<file path="config.mk">
export PLATFORM = sky130hd
export DESIGN_NAME = handshake_delay_line_flat
export DESIGN_NICKNAME = d
export VERILOG_FILES = /design/src/rtl/handshake_delay_line_if.sv /design/src/rtl/handshake_delay_line.sv /design/src/flat_wrapper.sv
export SDC_FILE = /design/constraint.sdc
export NUM_CORES = 1
export LEC_CHECK = 0
export CELL_PAD_IN_SITES_DETAIL_PLACEMENT = 0
export CELL_PAD_IN_SITES_GLOBAL_PLACEMENT = 2
export CORE_MARGIN = 4
export CORE_UTILIZATION = 30
export DETAILED_ROUTE_END_ITERATION = 8
export DONT_BUFFER_PORTS = 1
export PLACE_DENSITY = 0.64
export SYNTH_ARGS = -nofsm -noshare
export SYNTH_HDL_FRONTEND = slang
export SYNTH_SLANG_ARGS = --single-unit
</file>
<file path="constraint.sdc">
create_clock -name clk -period 2.8 [get_ports clk]
set_input_delay 0.56 -clock clk [delete_from_list [all_inputs] [get_ports clk]]
set_output_delay 0.56 -clock clk [all_outputs]
set_load 0.05 [all_outputs]
</file>
<file path="src/rtl/handshake_delay_line_if.sv">
`default_nettype none
// +--------------------------------------------------------------------------+
// | handshake_delay_line_if : token/config bundle for the matched delay line |
// | Rev 1.0                                                                  |
// +--------------------------------------------------------------------------+
interface handshake_delay_line_if #(
  parameter int WIDTH = 32,
  parameter int DLY_W = 4
);
  logic             en;
  logic             in_valid;
  logic [WIDTH-1:0] in_data;
  logic [DLY_W-1:0] delay_cfg;
  logic             out_valid;
  logic [WIDTH-1:0] out_data;
  logic [DLY_W-1:0] active_delay;
  logic [DLY_W-1:0] inflight;
  logic             busy;

  modport master (
    output en, in_valid, in_data, delay_cfg,
    input  out_valid, out_data, active_delay, inflight, busy
  );

  modport slave (
    input  en, in_valid, in_data, delay_cfg,
    output out_valid, out_data, active_delay, inflight, busy
  );
endinterface
`default_nettype wire

</file>
<file path="src/rtl/handshake_delay_line.sv">
`default_nettype none
// +--------------------------------------------------------------------------+
// | handshake_delay_line : programmable bundled-data delay with kill gate    |
// | Rev 1.0                                                                  |
// +--------------------------------------------------------------------------+
module handshake_delay_line #(
  parameter int WIDTH     = 32,
  parameter int MAX_DELAY = 10,
  parameter int DLY_W     = $clog2(MAX_DELAY + 1)
) (
  input  logic                   clk,
  input  logic                   rst,
  handshake_delay_line_if.slave  hs
);

  localparam logic [DLY_W-1:0] C_MAX_DLY = DLY_W'(MAX_DELAY);
  localparam logic [DLY_W-1:0] C_ONE     = DLY_W'(1);

  logic [MAX_DELAY-1:0] vld_q;
  logic [WIDTH-1:0]     data_q [MAX_DELAY];
  logic [DLY_W-1:0]     active_delay_q, active_delay_d;
  logic [DLY_W-1:0]     inflight_q, inflight_d;
  logic [DLY_W-1:0]     cfg_clamped;
  logic                 tap_vld;
  logic [WIDTH-1:0]     tap_data;
  logic                 accept;
  logic                 emit;
  logic                 busy;

  assign accept = hs.in_valid & hs.en;
  assign emit   = tap_vld & hs.en;
  assign busy   = (inflight_q != '0);

  always_comb begin
    cfg_clamped = hs.delay_cfg;
    if (hs.delay_cfg == '0) begin
      cfg_clamped = C_ONE;
    end else if (hs.delay_cfg > C_MAX_DLY) begin
      cfg_clamped = C_MAX_DLY;
    end
  end

  always_comb begin
    tap_vld  = 1'b0;
    tap_data = '0;
    for (int k = 0; k < MAX_DELAY; k++) begin
      if (active_delay_q == DLY_W'(k + 1)) begin
        tap_vld  = vld_q[k];
        tap_data = data_q[k];
      end
    end
  end

  always_comb begin
    active_delay_d = busy ? active_delay_q : cfg_clamped;
    inflight_d     = inflight_q + {{(DLY_W-1){1'b0}}, accept}
                                - {{(DLY_W-1){1'b0}}, emit};
    if (!hs.en) begin
      inflight_d = '0;
    end
  end

  // Valids are dropped past the tap so a later, longer delay never
  // resurrects a token that was already emitted.
  always_ff @(posedge clk) begin
    if (rst) begin
      vld_q <= '0;
    end else begin
      vld_q[0] <= accept;
      for (int k = 1; k < MAX_DELAY; k++) begin
        vld_q[k] <= vld_q[k-1] & hs.en & (DLY_W'(k) < active_delay_q);
      end
    end
  end

  always_ff @(posedge clk) begin
    data_q[0] <= hs.in_data;
    for (int k = 1; k < MAX_DELAY; k++) begin
      data_q[k] <= data_q[k-1];
    end
  end

  always_ff @(posedge clk) begin
    if (rst) begin
      active_delay_q <= C_MAX_DLY;
      inflight_q     <= '0;
    end else begin
      active_delay_q <= active_delay_d;
      inflight_q     <= inflight_d;
    end
  end

  assign hs.out_valid    = emit;
  assign hs.out_data     = emit ? tap_data : '0;
  assign hs.active_delay = active_delay_q;
  assign hs.inflight     = inflight_q;
  assign hs.busy         = busy;

endmodule
`default_nettype wire

</file>
<file path="src/flat_wrapper.sv">
// flat-port wrapper written by rule: the top's interface ports become plain ports
module handshake_delay_line_flat 
#(
  parameter int WIDTH     = 32,
  parameter int MAX_DELAY = 10,
  parameter int DLY_W     = $clog2(MAX_DELAY + 1)
)
  (clk, rst, hs_en, hs_in_valid, hs_in_data, hs_delay_cfg, hs_out_valid, hs_out_data, hs_active_delay, hs_inflight, hs_busy);
  handshake_delay_line_if #(.WIDTH(WIDTH), .DLY_W(DLY_W)) hs_i ();
  input  logic clk;
  input  logic rst;
  input wire logic [$bits(hs_i.en)-1:0] hs_en;
  input wire logic [$bits(hs_i.in_valid)-1:0] hs_in_valid;
  input wire logic [$bits(hs_i.in_data)-1:0] hs_in_data;
  input wire logic [$bits(hs_i.delay_cfg)-1:0] hs_delay_cfg;
  output wire logic [$bits(hs_i.out_valid)-1:0] hs_out_valid;
  output wire logic [$bits(hs_i.out_data)-1:0] hs_out_data;
  output wire logic [$bits(hs_i.active_delay)-1:0] hs_active_delay;
  output wire logic [$bits(hs_i.inflight)-1:0] hs_inflight;
  output wire logic [$bits(hs_i.busy)-1:0] hs_busy;
  assign hs_i.en = hs_en;
  assign hs_i.in_valid = hs_in_valid;
  assign hs_i.in_data = hs_in_data;
  assign hs_i.delay_cfg = hs_delay_cfg;
  assign hs_out_valid = hs_i.out_valid;
  assign hs_out_data = hs_i.out_data;
  assign hs_active_delay = hs_i.active_delay;
  assign hs_inflight = hs_i.inflight;
  assign hs_busy = hs_i.busy;
  handshake_delay_line #(.WIDTH(WIDTH), .MAX_DELAY(MAX_DELAY), .DLY_W(DLY_W)) u_core (.clk(clk), .rst(rst), .hs(hs_i));
endmodule
</file>
# Word level (Yosys, flattened, before mapping)
# Memory sizes are Yosys's and may differ from the RTL's.
# Index checks and enable logic that the tools add are counted.
[totals]
regBits = 18
ramBits = 320
input_bits = 40
out_inout_bits = 42
wordCells = 73
mem_count = 1
[memory_table]
columns = ["memory", "words", "width", "read_ports", "rd_ports_with_merged_regs", "write_ports", "line_no", "source"]
rows = [
  ["u_core.data_q", 10, 32, 10, 0, 10, "handshake_delay_line.sv:20", "logic [WIDTH-1:0] data_q [MAX_DELAY];"],
]
[classes]
add_sub_neg = 2
n_lt_le_gt_ge = 10
n_eq_ne = 10
mux = 23
bitwise_logic = 21
n_reduce_logical = 3
[op_table]
columns = ["operator", "n"]
rows = [
  ["$mux 32", 11],
  ["$and 1x1->1", 20],
  ["$eq 4x3->1 const B", 4],
  ["$lt 3x4->1 const A", 4],
  ["$eq 4x4->1 const B", 3],
  ["$mux 1", 10],
  ["$eq 4x2->1 const B", 2],
  ["$lt 2x4->1 const A", 2],
  ["$lt 4x4->1 const A", 2],
  ["$mux 4", 2],
  ["$add 4x1->4", 1],
  ["$eq 4x1->1 const B", 1],
  ["$gt 4x4->1 const B", 1],
  ["$logic_not 4->1", 1],
  ["$lt 1x4->1 const A", 1],
  ["$reduce_bool 4->1", 1],
  ["$sub 4x1->4", 1],
  ["$reduce_or 2->1", 1],
  ["$not 1->1", 1],
]

# Depth between registers and ports, before layout
# Gate-level depths: netlist (run 1).
[depth]
depth_word = 13
depth_mapped = 15
mapped_depth_nobuf = 12

# Worst setup path before layout (run 1)
# No wires, ideal clock.
[synth_path]
path_kind = "flip-flop to output port"
start = "register u_core.active_delay_q[0] (netlist: u_core.hs.active_delay[0])"
end = "output hs_out_data[5]"
arrival_ns = 3.100
path_slack_ns = -0.860
stages_incl_launch_ff = 8
cell_sequence = "dfxtp_1 buf_2 buf_2 nand2b_1 clkbuf_1 o22ai_1 or3_1 a221oi_1"
[synth_between]
elab_chain_cells = 13
word_cells_on_any_way = 32
[synth_lines]
columns = ["element", "line_no", "source"]
rows = [
  ["start, declared", "handshake_delay_line.sv:21", "logic [DLY_W-1:0] active_delay_q, active_delay_d;"],
  ["start signal, assigned", "handshake_delay_line.sv:88", "active_delay_q <= active_delay_d;"],
  ["$eq 4x1->1", "handshake_delay_line.sv:47", "if (active_delay_q == DLY_W'(k + 1)) begin"],
  ["$mux 1 (10 in a row)", "handshake_delay_line.sv:47", ""],
  ["$and 1x1->1", "handshake_delay_line.sv:31", "assign emit = tap_vld & hs.en;"],
  ["$mux 32 *", "handshake_delay_line.sv:94", "assign hs.out_data = emit ? tap_data : '0;"],
  ["end, declared", "flat_wrapper.sv:17", "output wire logic [$bits(hs_i.out_data)-1:0] hs_out_data;"],
]
# Mark *: on every way between the ends. The rest lies on a longest branch, timed or not.

# Final worst setup path (run 1)
[layout_path]
start = "register u_core.active_delay_q[1] (netlist: u_core.hs.active_delay[1])"
end = "output hs_out_data[4]"
# The elaborated chain is that of the path after synthesis.

==> results of run 1 <==
metal layers:
layer | vias up | share of wire, %
met2 | 106 | 47
met4 | 0 | 2.0
met5 | - | 0
li1 | 3364 | -
met3 | 35 | 4.9
met1 | 3225 | 46
registers in the layout (all words and copies together) (netlist names):
register / flops
u_core.hs.active_delay: 4
u_core.vld_q: 10
u_core.hs.inflight: 4
u_core.data_q: 320
worst min-delay path by stage:
stage          cells past startpoint              endpoint  slack [ns]
2_1_floorplan                      0   u_core.data_q[4][0]        0.32
3_3_place_gp                       0  u_core.data_q[8][25]        0.33
3_5_place_dp                       0  u_core.data_q[8][25]        0.33
4_1_cts                            0   u_core.data_q[0][1]        0.02
5_1_grt                            0   u_core.data_q[0][5]        0.02
6_report                           0   u_core.data_q[0][1]        0.06
placed cells by master (no fill, tap or decap), drive strengths merged, types with 28 or more instances in the layout:
cell type,instances
o22ai,51
o221ai,35
a21oi,47
nand2,56
mux2,37
nor2,32
clkbuf,50
buf,109
dfxtp,338
o21ai,28
per-stage QoR:
| step | TNS, ns | setup slack [ns] |
|---|---|---|
| floorplan | -0.918 | -0.101 |
| global placement | 0 | 0.107 |
| detailed placement | 0 | 0.0943 |
| CTS | -7.95 | -0.297 |
| global route | -10.37 | -0.358 |
| finish | -6.96 | -0.272 |
worst reg2reg max path, delay by kind of cell (launching register included):
kind	cells	cell delay, ns
buffers and inverters	6	0.58
adders and majority gates	3	0.71
AOI/OAI and AO/OA	2	0.49
xor gates and xnor gates	1	0.14
DFF	1	0.37
and+or+nand+nor	3	0.35
final cells by class:
class | count | area, um^2
tap | 448 | 561
clock buffer | 50 | 1070
multi-input combinational | 461 | 3640
clock inverter | 14 | 219
sequential | 338 | 6780
fill | 3242 | 20000
timing repair buffer | 110 | 1380
inverter | 16 | 67.6
cell families after synthesis:
kind of cell	synth area share, %
AO/OA/AOI/OAI	16.3
flip-flops	65.6
adder cells (fa/ha/maj)	0.897
XOR/XNOR	0.170
buffers and inverters	3.41
multiplexers	5.59
AND/OR/NAND/NOR	8.03
timing repair:
item / CTS / global route
setup endpoints to repair: 33 / 36
pin swaps: 12 / 1
setup buffers: 19 / 0
resized for setup: 62 / 3
cloned: 2 / 0
hold buffers: 0 / 0
power by group:
part	internal, mW	total (mW)	switching (mW)
sequential	5.11	5.27	0.156
combinational	2.46	5.96	3.50
clock	3.14	5.06	1.92
total	10.7	16.3	5.58
==> results.md, run 1 <==
* PD cells at 1190 nW/um^2
* Status: finished with violations
* Crit-path max FO at 6
* Core footprint at 33700 um^2
* Antenna Cells at 0
* Io pins at 82
* Leakage Power at 5.33 nW
* Seq cells post-synth at 338
* Netlist cell types at 54
* Drt total wl at 26.5 mm
* Post-synth EDFFs at 0
* Remaining global-route overflow at 0
* Reg2reg end: u_core.hs.inflight[2]
* # H-tree levels at 2
* Vias at 6730
* Register area share after synthesis at 65.6%
* Levels on crit path at 8
* Worst Tran Pin Value at 0.919 ns
* Vias in the first global route at 7125
* Clock root cell: clkbuf_16
* Most instantiated library cell after synthesis: dfxtp_1
* Initial antenna violation count at 1
* Initial DRT Pass Iterations at 4
* Overall power at 16.3 mW
* Finished Layout Cells at 1437
* Cell Area, Placed at 11900 um^2
* DPL Wire Length at 16.4 mm
* Max-cap viol count at 0
* Crit Path Class: reg -> out
* Worst setup SP type: flip-flop
* Final WS setup at -0.272 ns
* Layout Nets at 1011
* Worst slew margin at 38.6%
* Yosys top cell area share at 65.6%
* Largest area contributor in the netlist: dfxtp_1
* Minimum clock period at 3.07 ns
* Initial drt markers at 311
* R2r worst-path depth at 15
* Largest net degree at the start of global routing at 44
* Met2 GRT Util at 23.0%
* HP Start: hs_in_data[1]
* M1 GR Usage at 18.8%
* Fin. max-slew vios at 0
* # port buffers at 0
* GRT Total Usage at 14.0%
* Failing checks: setup timing
* Share of cells above drive strength 1 at 25.0%
* Syn. warnings at 0
* Num rows at 67
* Peak supply drop at 0.000493 V
* Clock Skew at 0.0198 ns
* Top Family by Delay on Critical Path: compound AO/OA/AOI/OAI gates
* Clk pin slew, worst setup/hold paths at 0.06 ns
* Mean routed wirelength per cell at 18.5 um
* CTS tree: done
* Die Wd at 193 um
* DRT antenna net count at 0
* Met3 Use GR at 3.04%
* Slowest Stage Delay on Critical Path at 0.46 ns
* Slowest CP cell: o41a_4
* Worst EP required at 2.24 ns
* Cell area after layout at 13700 um^2
* Final setup vio count at 33
* Ys flop type: dfxtp_1
* Clock Sinks at 338
* Grt peak-use layer: met2
* Worst path most repeated cell: buf_6
* Synth top cells by count: dfxtp_1, nand2_1, o22ai_1
* Period Utilization, post-route at 110%
* Synthesized cell area at 10300 um^2
* Clock buffer depth at 3
* Post-Route Hold Slack at 0.0555 ns
* CP endpoint: hs_out_data[4]
* Launch point of the worst path: u_core.hs.active_delay[1]
* Finished Core Util at 40.7%
* Synth area leaders: dfxtp_1, o22ai_1, o221ai_1
* Die Span Y at 193 um
* Critical-path cell list: buf_6 -> buf_6 -> a21oi_2 -> o32a_1 -> o41a_4 -> buf_6 -> a221oi_4 -> buf_6
* Area grow syn2layout at 32.9%
* Crit path DAT at 2.51 ns
* Buffer and inverter count on the worst path at 4
* Global-route wire length before repair at 41.7 mm
* Synthesized instance count at 880
* Mean Syn Cell Area at 11.7 um^2
* Clock Latency Late Sink at 0.53 ns
* Crit end category: primary output
* CTS Buf Count at 38
* Worst r2r src: u_core.hs.active_delay[0]
* RSZ-0062 raised after global routing: yes
* Number of remaining DRC errors at 0
* Final Hold Viols at 0
* Die ar. at 37400 um^2
* Initial Util at 30.6%
* Drt via density at 4.68
* Fmax at 0.325 GHz
* Syn_nets at 926
* Hold Crit Class: in -> reg
* GPL Wtd Cong at 0.716
* Post-synth ARST share at 0%
* DP Cell Count at 1353
* Worst reg-to-reg setup slack at 0.05 ns
No activity file was read; power rests on OpenSTA's default activity.
==> inputs of run 2 (changes only) <==
--- a/config.mk
+++ b/config.mk
@@ -11,7 +11,7 @@
 export CORE_UTILIZATION = 30
 export DETAILED_ROUTE_END_ITERATION = 8
 export DONT_BUFFER_PORTS = 1
-export PLACE_DENSITY = 0.64
+export PLACE_DENSITY = 0.62
 export SYNTH_ARGS = -nofsm -noshare
 export SYNTH_HDL_FRONTEND = slang
 export SYNTH_SLANG_ARGS = --single-unit
==> constraint.sdc (replaced) <==
create_clock -name clk -period 3.2 [get_ports clk]
set_input_delay 0.64 -clock clk [delete_from_list [all_inputs] [get_ports clk]]
set_output_delay 0.64 -clock clk [all_outputs]
set_load 0.01 [all_outputs]
==> run 2 against run 1 <==
Effect of this change:
- the run still ends with setup timing left
- utilization shrank 2.6 points
- sequential power down 12%
- critical path type unchanged
- cell count down 1.2%
- wire length is 0.26% lower
- clock-buffer cell count up 7
- flip-flop and latch count unchanged
- clock power decreased by 17%
- global-route usage fell by 0.41 points
- die area unchanged
- power down 22%
- highest routed layer unchanged
- critical endpoint is now hs_out_data[18]
==> results.md, run 2 (synthesis gave the netlist of run 1 again) <==
* Die ar. at 37400 um^2 (unchanged)
* PD cells at 993 nW/um^2 (-16%)
* Crit end category: primary output
* Initial DRT Pass Iterations at 4 (unchanged)
* DP Cell Count at 1334 (-1.4%)
* Die Wd at 193 um (unchanged)
* Sequential cell area at 6780 um^2 (about the same)
* Share of cells above drive strength 1 at 21.4% (-3.6 points)
* Leakage Power at 5.03 nW (-5.6%)
* Final WS setup at -0.0145 ns (+0.258 ns)
* Layout Nets at 990 (-2.1%)
* Area grow syn2layout at 24.6%
* Clock buffer depth at 3 (unchanged)
* Die Span Y at 193 um (unchanged)
* Clock root cell: clkbuf_16
* CTS hold repair buffers at 0 (unchanged)
* # H-tree levels at 2 (unchanged)
* Top Family by Delay on Critical Path: compound AO/OA/AOI/OAI gates
* Io pins at 82 (unchanged)
* Drt via density at 4.70 (+0.45%)
* Number of remaining DRC errors at 0 (unchanged)
* CTS Buf Count at 38 (unchanged)
* Combinational group share of total power at 30.9% (-5.7 points)
* Slowest Stage Delay on Critical Path at 0.59 ns (+0.13 ns)
* Mean routed wirelength per cell at 18.6 um (+0.94%)
* Most common cell after layout, fill and taps aside: dfxtp_1
* DRT antenna net count at 0 (unchanged)
* Worst EP required at 2.56 ns (+0.32 ns)
* Status: finished with violations
* Initial Util at 30.6% (unchanged)
* Worst Tran Pin Value at 0.918 ns (-0.000593 ns)
* Slowest CP cell: o41a_4
* Sw frac at 32.6% (-1.7 points)
* Most frequent cells in the layout: dfxtp_1, buf_4, nand2_1, o22ai_1, a21oi_1
* Clk pin slew, worst setup/hold paths at 0.06 ns (about the same)
* Global-route wire length before repair at 40.8 mm (-2.2%)
* Clock Sinks at 338 (unchanged)
* Crit-path max FO at 8 (+2)
* Sw power at 4.16 mW (-25%)
* Worst setup SP type: flip-flop
* Multi-input gate area at 3420 um^2 (-6.0%)
* Peak supply drop at 0.000377 V (-24%)
* RSZ-0062 raised after global routing: yes
* Worst slew margin at 38.7% (+0.040 points)
* Num rows at 67 (unchanged)
* Final setup vio count at 2 (-94%)
* Worst path most repeated cell: buf_6
* Largest reg by FF count: u_core.data_q
* Crit Path Class: reg -> out
* Finished Core Util at 38.1% (-2.6 points)
* Largest registers: u_core.data_q (320), u_core.vld_q (10)
* Critical-path cell list: buf_6 -> buf_6 -> o221ai_2 -> o32a_1 -> o41a_4 -> clkbuf_16 -> a221oi_2 -> buf_4
* Fin. max-slew vios at 0 (unchanged)
* Antenna Cells at 0 (unchanged)
* FILL cells at 3319 (+2.4%)
* Final Hold Viols at 0 (unchanged)
* P_int at 8.61 mW (-20%)
* DPL Wire Length at 16.6 mm (+1.0%)
* Largest net degree at the start of global routing at 52 (+18%)
* Failing checks: setup timing
* Core footprint at 33700 um^2 (unchanged)
* GRT Total Usage at 13.6% (-0.41 points)
* Fmax at 0.311 GHz
* Vias at 6680 (-0.74%)
* Hold Crit Class: in -> reg
* Buffer and inverter count on the worst path at 4 (unchanged)
* Max reg flops at 320 (unchanged)
* Clock Latency Late Sink at 0.52 ns (about the same)
* Sequential share of power at 36.2% (+3.9 points)
* Remaining global-route overflow at 0 (unchanged)
* Crit path DAT at 2.57 ns (+0.06 ns)
* Max-cap viol count at 0 (unchanged)
* Minimum clock period at 3.21 ns
* Clock power share at 32.9% (+1.8 points)
* Initial antenna violation count at 0 (-1)
* Drt total wl at 26.5 mm (-0.26%)
* Overall power at 12.8 mW (-22%)
* Finished Layout Cells at 1420 (-1.2%)
* Initial drt markers at 287 (-7.7%)
* # port buffers at 0 (unchanged)
* Vias in the first global route at 6804 (-4.5%)
* Period Utilization, post-route at 100%
* CTS tree: done
* Setup TNS at -0.0218 ns (+6.94 ns)
* Clock Skew at 0.0215 ns (+0.00171 ns)
* GPL Wtd Cong at 0.704 (-1.6%)
run 2: cell count changes in the layout (fill, tap and decap cells not counted), moves of 4 or more:
cell,before,now
a21oi_1,37,44
a21oi_2,9,3
a221oi_2,1,8
a221oi_4,12,4
buf_12,32,5
buf_4,51,69
buf_6,24,13
bufinv_16,5,1
clkbuf_1,5,10
run 2: layout make-up:
class / instances / share of cell area (%)
clock inverters: 11 / 0.857
flip-flops and latches: 338 / 52.7
clock buffers: 57 / 8.74
well taps: 448 / 4.36
inverters: 16 / 0.467
repair buffers: 89 / 6.26
multi-input cells: 461 / 26.6
run 2: path summary, 6_finish.rpt:
kind                             startpoint                    end  slack, ns  cells past startpoint
setup / recovery  u_core.hs.active_delay[1]        hs_out_data[18]      -0.01                      8
hold / removal               hs_in_data[20]   u_core.data_q[0][20]       0.14                      0
setup reg to reg  u_core.hs.active_delay[1]  u_core.hs.inflight[2]       0.23                     15
hold reg to reg         u_core.data_q[3][3]    u_core.data_q[4][3]       0.32                      0
run 2: power groups by stage:
stage	Clock [mW]	Combinational [mW]	Sequential [mW]
finish	4.20	3.95	4.62
global route	4.51	4.33	4.65
CTS	4.34	3.52	4.65
detailed placement	0	3.42	4.74
global placement	0	3.45	4.73
floorplan	0	2.30	4.66
run 2: per-layer routing:
layer	vias up	track usage [%]	part of all wire (%)
met2	114	21.7	46
met4	0	3.54	2.0
met1	3204	18.7	47
met3	41	2.99	4.4
li1	3321	-	-
met5	-	0	0
run 2: per-stage QoR:
step / cell area [um^2] / worst slack (ns) / hold slack, ns
final: 12900 / -0.0145 / 0.141
after global routing: 12900 / -0.0599 / 0.114
after CTS: 12500 / -0.00947 / 0.111
after detailed placement: 11200 / 0.308 / 0.329
after global placement: 11200 / 0.338 / 0.325
after floorplan: 10300 / 0.288 / 0.324
run 2: what timing repair did:
action,4_1_cts,5_1_grt
endpoints found under the setup margin,31,32
endpoints found under the hold margin,0,0
buffers inserted,3,14
resized for setup,10,53
pin swaps,1,5
gates cloned,0,1
